**src/rtl/romload_boot_copier.sv**
```systemverilog
// ---------------------------------------------------------------------------
// romload_boot_copier
//
// Boot-initialisation stage between the picorv32 native memory port and the
// ROM/RAM memory. After reset it holds the CPU in reset and then runs three
// steps:
//   1. zero-fills CLEAR_WORDS words starting at CLEAR_BASE (.bss),
//   2. copies COPY_WORDS words from COPY_SRC (ROM LMA) to COPY_DST (RAM VMA)
//      as a read followed by a write per word,
//   3. releases the CPU and becomes a transparent bus pass-through.
// Every init transfer is followed by one idle cycle, except the last one.
//
// Optional feature (macro ROMLOAD_WRITE_PROTECT_EN): in pass-through mode,
// CPU writes below ROM_LIMIT are turned into reads and flagged on wp_fault.
// Without the macro, strobes pass unchanged and wp_fault is tied low.
//
// Ports:
//   clk, resetn          clock, synchronous active-low reset
//   cpu_resetn           reset to the CPU, low until init completes
//   init_done            high once init completes, until the next reset
//   cpu_mem_*            picorv32 native memory port (CPU side)
//   mem_*                memory side of the same interface
//   wp_fault             one-cycle pulse when a ROM write is blocked
// ---------------------------------------------------------------------------
module romload_boot_copier #(
    parameter logic [31:0] COPY_SRC    = 32'h0001_0000,
    parameter logic [31:0] COPY_DST    = 32'h0001_0100,
    parameter int          COPY_WORDS  = 64,
    parameter logic [31:0] CLEAR_BASE  = 32'h0001_0200,
    parameter int          CLEAR_WORDS = 256
`ifdef ROMLOAD_WRITE_PROTECT_EN
    ,
    parameter logic [31:0] ROM_LIMIT   = 32'h0001_00FF
`endif
) (
    input  logic        clk,
    input  logic        resetn,
    output logic        cpu_resetn,
    output logic        init_done,
    input  logic        cpu_mem_valid,
    input  logic        cpu_mem_instr,
    input  logic [31:0] cpu_mem_addr,
    input  logic [31:0] cpu_mem_wdata,
    input  logic [3:0]  cpu_mem_wstrb,
    output logic        cpu_mem_ready,
    output logic [31:0] cpu_mem_rdata,
    output logic        mem_valid,
    output logic        mem_instr,
    output logic [31:0] mem_addr,
    output logic [31:0] mem_wdata,
    output logic [3:0]  mem_wstrb,
    input  logic        mem_ready,
    input  logic [31:0] mem_rdata,
    output logic        wp_fault
);

    typedef enum logic [2:0] {CLEAR, COPY_RD, COPY_WR, GAP, DONE} state_t;

    localparam state_t AFTER_CLEAR = (COPY_WORDS != 0) ? COPY_RD : DONE;
    localparam state_t FIRST_STATE = (CLEAR_WORDS != 0) ? CLEAR : AFTER_CLEAR;
    localparam logic [19:0] CLEAR_LAST = 20'(CLEAR_WORDS - 1);
    localparam logic [19:0] COPY_LAST  = 20'(COPY_WORDS - 1);

    state_t      state;
    state_t      gap_next;
    state_t      follow;
    logic [19:0] count;
    logic [19:0] next_count;
    logic [31:0] data_q;
    logic        init_valid;
    logic [31:0] init_addr;
    logic [31:0] init_wdata;
    logic [3:0]  init_wstrb;
    logic        cpu_resetn_q;
    logic        init_done_q;
    logic        rom_block;

    function automatic logic [31:0] word_addr(input logic [31:0] base, input logic [19:0] idx);
        logic [31:0] sum;
        sum = base + {10'd0, idx, 2'b00};
        return {sum[31:2], 2'b00};
    endfunction

    function automatic logic [31:0] issue_addr(input state_t st, input logic [19:0] idx);
        case (st)
            CLEAR:   return word_addr(CLEAR_BASE, idx);
            COPY_RD: return word_addr(COPY_SRC, idx);
            default: return word_addr(COPY_DST, idx);
        endcase
    endfunction

    // Where the current issue state goes once its transfer completes, and the
    // word index to use there. Phase changes restart the index at zero.
    always_comb begin
        follow     = DONE;
        next_count = count;
        case (state)
            CLEAR: begin
                if (count == CLEAR_LAST) begin
                    follow     = AFTER_CLEAR;
                    next_count = '0;
                end else begin
                    follow     = CLEAR;
                    next_count = count + 20'd1;
                end
            end
            COPY_RD: begin
                follow = COPY_WR;
            end
            COPY_WR: begin
                if (count == COPY_LAST) begin
                    follow     = DONE;
                    next_count = '0;
                end else begin
                    follow     = COPY_RD;
                    next_count = count + 20'd1;
                end
            end
            default: begin
                follow = DONE;
            end
        endcase
    end

    // Init sequencer. An issue state entered with mem_valid low (only right
    // after reset) loads its request first; GAP loads the next request so
    // that each transfer costs exactly three cycles with a fast memory.
    always_ff @(posedge clk) begin
        if (!resetn) begin
            state        <= FIRST_STATE;
            gap_next     <= FIRST_STATE;
            count        <= '0;
            data_q       <= '0;
            init_valid   <= 1'b0;
            init_addr    <= '0;
            init_wdata   <= '0;
            init_wstrb   <= '0;
            cpu_resetn_q <= 1'b0;
            init_done_q  <= 1'b0;
        end else begin
            case (state)
                CLEAR, COPY_RD, COPY_WR: begin
                    if (!init_valid) begin
                        init_valid <= 1'b1;
                        init_addr  <= issue_addr(state, count);
                        init_wdata <= (state == COPY_WR) ? data_q : 32'd0;
                        init_wstrb <= (state == COPY_RD) ? 4'h0 : 4'hF;
                    end else if (mem_ready) begin
                        init_valid <= 1'b0;
                        count      <= next_count;
                        if (state == COPY_RD) begin
                            data_q <= mem_rdata;
                        end
                        if (follow == DONE) begin
                            state        <= DONE;
                            cpu_resetn_q <= 1'b1;
                            init_done_q  <= 1'b1;
                        end else begin
                            state    <= GAP;
                            gap_next <= follow;
                        end
                    end
                end
                GAP: begin
                    state      <= gap_next;
                    init_valid <= 1'b1;
                    init_addr  <= issue_addr(gap_next, count);
                    init_wdata <= (gap_next == COPY_WR) ? data_q : 32'd0;
                    init_wstrb <= (gap_next == COPY_RD) ? 4'h0 : 4'hF;
                end
                default: begin
                    state        <= DONE;
                    init_valid   <= 1'b0;
                    cpu_resetn_q <= 1'b1;
                    init_done_q  <= 1'b1;
                end
            endcase
        end
    end

`ifdef ROMLOAD_WRITE_PROTECT_EN
    assign rom_block = init_done_q && cpu_mem_valid && (|cpu_mem_wstrb) && (cpu_mem_addr < ROM_LIMIT);
    assign wp_fault  = rom_block && mem_ready;
`else
    assign rom_block = 1'b0;
    assign wp_fault  = 1'b0;
`endif

    // init_done_q selects the bus owner: the sequencer while initialising,
    // the CPU afterwards.
    assign cpu_resetn    = cpu_resetn_q;
    assign init_done     = init_done_q;
    assign mem_valid     = init_done_q ? cpu_mem_valid : init_valid;
    assign mem_instr     = init_done_q ? cpu_mem_instr : 1'b0;
    assign mem_addr      = init_done_q ? cpu_mem_addr  : init_addr;
    assign mem_wdata     = init_done_q ? cpu_mem_wdata : init_wdata;
    assign mem_wstrb     = init_done_q ? (rom_block ? 4'h0 : cpu_mem_wstrb) : init_wstrb;
    assign cpu_mem_ready = init_done_q && mem_ready;
    assign cpu_mem_rdata = mem_rdata;

endmodule

```
**config.mk**
```make
export PLATFORM = sky130hd
export DESIGN_NAME = romload_boot_copier
export DESIGN_NICKNAME = d
export VERILOG_FILES = /design/src/rtl/romload_boot_copier.sv
export SDC_FILE = /design/constraint.sdc
export NUM_CORES = 1
export LEC_CHECK = 0
export ABC_AREA = 1
export BUFFER_PORTS_ARGS = -buffer_cell sky130_fd_sc_hd__clkbuf_2
export CAP_MARGIN = 10
export CORE_MARGIN = 2
export CORE_UTILIZATION = 34
export CTS_CLUSTER_SIZE = 8
export DETAILED_ROUTE_END_ITERATION = 16
export GPL_TIMING_DRIVEN = 0
export HOLD_SLACK_MARGIN = 0.12
export SYNTH_ARGS = -nofsm -noshare
export SYNTH_HDL_FRONTEND = slang
export SYNTH_SLANG_ARGS = --single-unit
export TNS_END_PERCENT = 100
```
**constraint.sdc**
```tcl
create_clock -name clk -period 1.6 [get_ports clk]
set_clock_uncertainty 0.1 [all_clocks]
set_input_delay 0.16 -clock clk [delete_from_list [all_inputs] [get_ports clk]]
set_output_delay 0.16 -clock clk [all_outputs]
set_load 0.02 [all_outputs]
```
# Yosys cells after proc, flatten, opt, wreduce, memory -nomap -nowiden
# Index checks and enable logic that the tools add are counted.
[word_totals]
reg_bits = 128
output_inout_bits = 106
[op_classes]
add_sub_neg = 4
n_eq_ne = 12
mux = 34
bitwise = 2
reduce_logical = 12
[op_table]
columns = ["cell", "count"]
rows = [
  ["two-way mux 32 bit", 6],
  ["case mux 32 bit (2 select lines)", 2],
  ["case mux 23 bit (2 select lines)", 2],
  ["adder 17 x 22 -> 23 bit, first input constant", 3],
  ["two-way mux 20 bit", 2],
  ["case mux 20 bit (2 select lines)", 1],
  ["adder 20 x 1 -> 20 bit, second input constant", 1],
  ["equality test 20 x 6 -> 1 bit, second input constant", 1],
  ["equality test 20 x 8 -> 1 bit, second input constant", 1],
  ["two-way mux 4 bit", 4],
  ["AND reduction 4 bit", 4],
  ["two-way mux 3 bit", 4],
  ["equality test 3 x 2 -> 1 bit, second input constant", 3],
  ["case mux 3 bit (3 select lines)", 1],
  ["two-way mux 1 bit", 8],
  ["!= test 2 bit, second input constant", 4],
  ["case mux 4 bit (2 select lines)", 1],
  ["equality test 3 x 1 -> 1 bit, second input constant", 2],
  ["zero test 3 bit", 2],
  ["case mux 3 bit (2 select lines)", 1],
  ["case mux 1 bit (2 select lines)", 2],
  ["AND reduction 2 bit", 2],
  ["nonzero test 2 bit", 2],
  ["equality test 3 bit, second input constant", 1],
  ["3 further kinds", 4],
]

# Logic depth before layout (Yosys ltp)
[depth]
ltp_word = 8
mapped_depth = 13

# Least setup slack after synthesis
# Ideal clock, no wire load.
[synth_path]
path_kind = "reg2reg"
from = "reg count[8]"
to = "reg count[17]"
setup_time_ns = 0.128
t_arrival_ns = 1.462
setup_slack_ns = -0.090
path_stages_with_launch = 9
n_path_buf = 0
synth_period_minus_slack_ns = 1.690
cell_sequence = "dfxtp_1 -> ha_1 -> inv_1 -> nor2_4 -> nand2_2 -> nor3_1 -> nand2_1 -> xor2_1 -> nor2_1"
[synth_between]
elab_chain_len = 3
[synth_lines]
columns = ["item", "line_no", "text"]
rows = [
  ["start, declared", "67", "logic [19:0] count;"],
  ["start signal, assigned", "150", "count <= next_count;"],
  ["adder 20 x 1 -> 20 bit (tied with other cells)", "104, 116", ""],
  ["two-way mux 20 bit, on equally long branches", "111, 99", ""],
  ["case mux 20 bit (2 select lines) (*)", "97", "case (state)"],
]
# Mark *: on every way between the ends. The rest lies on a longest branch, timed or not.
# A chain may end at the register's enable or synchronous reset.

# Worst setup path in the final report
[layout_path]
from = "reg init_done_q (netlist: init_done)"
to = "out mem_wdata[28]"
[layout_between]
elab_chain_len = 1
[layout_lines]
columns = ["item", "line_no", "text"]
rows = [
  ["start, declared", "75", "logic init_done_q;"],
  ["start signal, assigned", "139", "init_done_q <= 1'b0;"],
  ["start signal, assigned", "157", "init_done_q <= 1'b1;"],
  ["start signal, assigned", "175", "init_done_q <= 1'b1;"],
  ["two-way mux 32 bit", "196", "assign mem_wdata = init_done_q ? cpu_mem_wdata : init_wdata;"],
  ["end, declared", "50", "output logic [31:0] mem_wdata,"],
]
# Every way passes these cells.

==> impl_results.md <==
* Failing checks: negative setup slack
* CTS Buffer Depth at 2
* Core area at 19,500 µm²
* Commonest non-fill, non-tap cell in the layout: nand2_1
* Port bufs at 209
* Mean area per synthesized cell at 6.65 µm²
* Final WS setup at -222 ps
* Antenna Cells at 0
* H-Tree Depth at 4
* Top Ports at 211
* Main synth FF type: dfxtp_1
* CTS tree: done
* Syn Nets at 1,126
* First-pass GRT wire length at 36.7 mm
* Slew at the pin with the worst max-slew slack at 880 ps
* Remaining global-route overflow at 0
* WP data required at 1340 ps
* DP Cell Count at 1,488
* Clk network pwr share at 44.2%
* Crit. End Element: output pin
* WS Path Type: reg -> out
* Worst vdd ir at 0.701 mV
* Part of the power in registers at 33.4%
* Design area at 12,200 µm²
* Pwr per Cell Area at 744 nW/µm²
* WP data arrival at 1560 ps
* Count of flip-flops with a built-in enable after synthesis at 0
* Max Cap Viol at 0
* Largest net degree at the start of global routing at 17
* Tot GR Track Use at 22.9%
* HP Class: in -> reg
* First DRT Iteration DRCs at 598
* Synth-to-layout area growth at 81.4%
* Initial Util at 34.6%
* Combinational share of power at 22.4%
* Routed Antenna Nets at 0
* Pwr Total at 9.10 mW
* Mapped cell area at 6740 µm²
* Psw at 2.59 mW
* Area after DPL at 8130 µm²
* Initial antenna violation count at 0
* First-pass detailed-route iteration total at 6
* Final min period at 1820 ps
* Outcome: finished with violations
* Max frequency at 549 MHz
* Vias per cell at 4.98
* Clk_lat worst skew at 430 ps
* Routed WL at 27.8 mm
* Sw Share at 28.5%
* Fin. max-slew vios at 0
* Most frequent cells in the layout: nand2_1, clkbuf_2, inv_1
* Maximum net fanout on the critical path at 8
* Share of layout cells above drive strength 1 at 53.7%
* Wire length per cell at 16.9 µm
* Die width at 145 µm
* Layout Utilization at 62.8%
* Async S/R FF share, synth at 0%
* Dpl hpwl at 16.9 mm
* Power Internal at 6.50 mW
* Setup crit start kind: flip-flop
* Vias in the first global route at 7,163
* Clk sinks at 114
* Routability cong. at 0.929
* Slew HR at 41.3%
* DRC at 0
* Final Non-Filler Cells at 1,647
* Final nets at 1,481
* Ys Warns at 0
* Post-synth cell types at 42
* Final setup violation count at 156
* Row cnt at 51
* Die area at 21,000 µm²
* Clock buffer count from CTS at 17
* Register area share after synthesis at 33.9%
* RSZ-0062 raised after global routing: yes
* Crit share post-route at 114%
* Die Ht at 145 µm
* Vias at 8,194
* Clk slew on worst S/H paths at 50 ps
* Final-report hold violation count at 0
* Cell count after synthesis at 1,014
* Synth Register Bits at 114
* Leak Pwr at 5.94 nW
* Clock root buffer: clkbuf_16
==> stage by stage <==
stage	hold slack, ps	TNS [ps]	worst slack (ps)
2_1_floorplan	216	0	2.54
6_report	258	-17450	-222
4_1_cts	174	-14730	-228
3_3_place_gp	336	-45200	-752
5_1_grt	267	-25230	-260
3_5_place_dp	341	-47230	-781
==> worst paths after layout <==
check / start / end / slack, ps / cells past startpoint
max reg2reg: state[2] / count[14] / -150 / 10
min reg2reg: init_addr[7] / init_addr[7] / 360 / 2
max: init_done / mem_wdata[28] / -220 / 7
min: mem_ready / state[0] / 260 / 5
==> metal layers <==
metal | up-vias | routed length, µm | track usage [%]
li1 | 3926 | - | -
met5 | - | 0 | 0
met3 | 79 | 1780 | 5.10
met2 | 339 | 14200 | 41.4
met1 | 3850 | 10800 | 26.8
met4 | 0 | 1040 | 7.10
==> cells by family after synthesis <==
logic type	count (synthesis)	share of synthesized area, %
other	1	0.0556
xor gates and xnor gates	17	2.21
and+or+nand+nor	428	28.2
AOI/OAI and AO/OA	206	17.2
muxes	1	0.149
adders and majority gates	7	1.30
DFF	114	33.9
buffers and inverters	240	17.1
==> sequential cells by signal (all words and copies together) (netlist names) <==
register,cells
state,3
init_addr,21
init_valid,1
init_wstrb,1
init_wdata,32
init_done,1
count,20
data_q,32
gap_next,3
==> power by group through the flow <==
| stage | combinational, mW | clock, mW | sequential [mW] |
|---|---|---|---|
| after global routing | 2.16 | 4.20 | 3.05 |
| final | 2.04 | 4.02 | 3.04 |
| after detailed placement | 1.27 | 0 | 3.09 |
| after global placement | 1.27 | 0 | 3.08 |
| after CTS | 1.66 | 4.03 | 3.02 |
| after floorplan | 0.798 | 0 | 3.07 |
==> timing repair <==
item	in CTS	in global routing
hold buffers	34	0
endpoints found under the hold margin	35	0
buffers inserted	41	41
cloned	11	9
endpoints found under the setup margin	179	176
pin swaps	36	72
gates resized for setup	307	425
==> cell usage after synthesis (all sizes together), types with 3 or more instances <==
cell type / count / area [µm²]
nand2: 279 / 1100
inv: 155 / 589
dfxtp: 114 / 2280
o21ai: 101 / 505
nor2: 67 / 337
buf: 62 / 474
a21oi: 60 / 323
nand3: 52 / 265
o211ai: 35 / 263
clkbuf: 23 / 86.3
xor2: 16 / 140
nand4: 13 / 87.6
nor3: 12 / 70.1
ha: 7 / 87.6
a31oi: 4 / 25.0
or2: 3 / 18.8
==> layout make-up <==
class | instances | area [µm²]
Clock inverter | 13 | 185
Timing Repair Buffer | 339 | 2920
Multi-Input combinational cell | 662 | 4580
Clock buffer | 19 | 433
Tap cell | 265 | 332
Inverter | 155 | 628
Fill cell | 1508 | 7240
Sequential cell | 114 | 2330
Buffer | 80 | 811
==> worst max-delay path, cell delays in order (launching register included) <==
cell       delay, ps
dfxtp_4          380
buf_12           130
inv_8             40
clkbuf_16        160
clkbuf_16        170
nand2_2           70
nand2_2           60
buf_8            130
No activity file was read; power rests on OpenSTA's default activity.
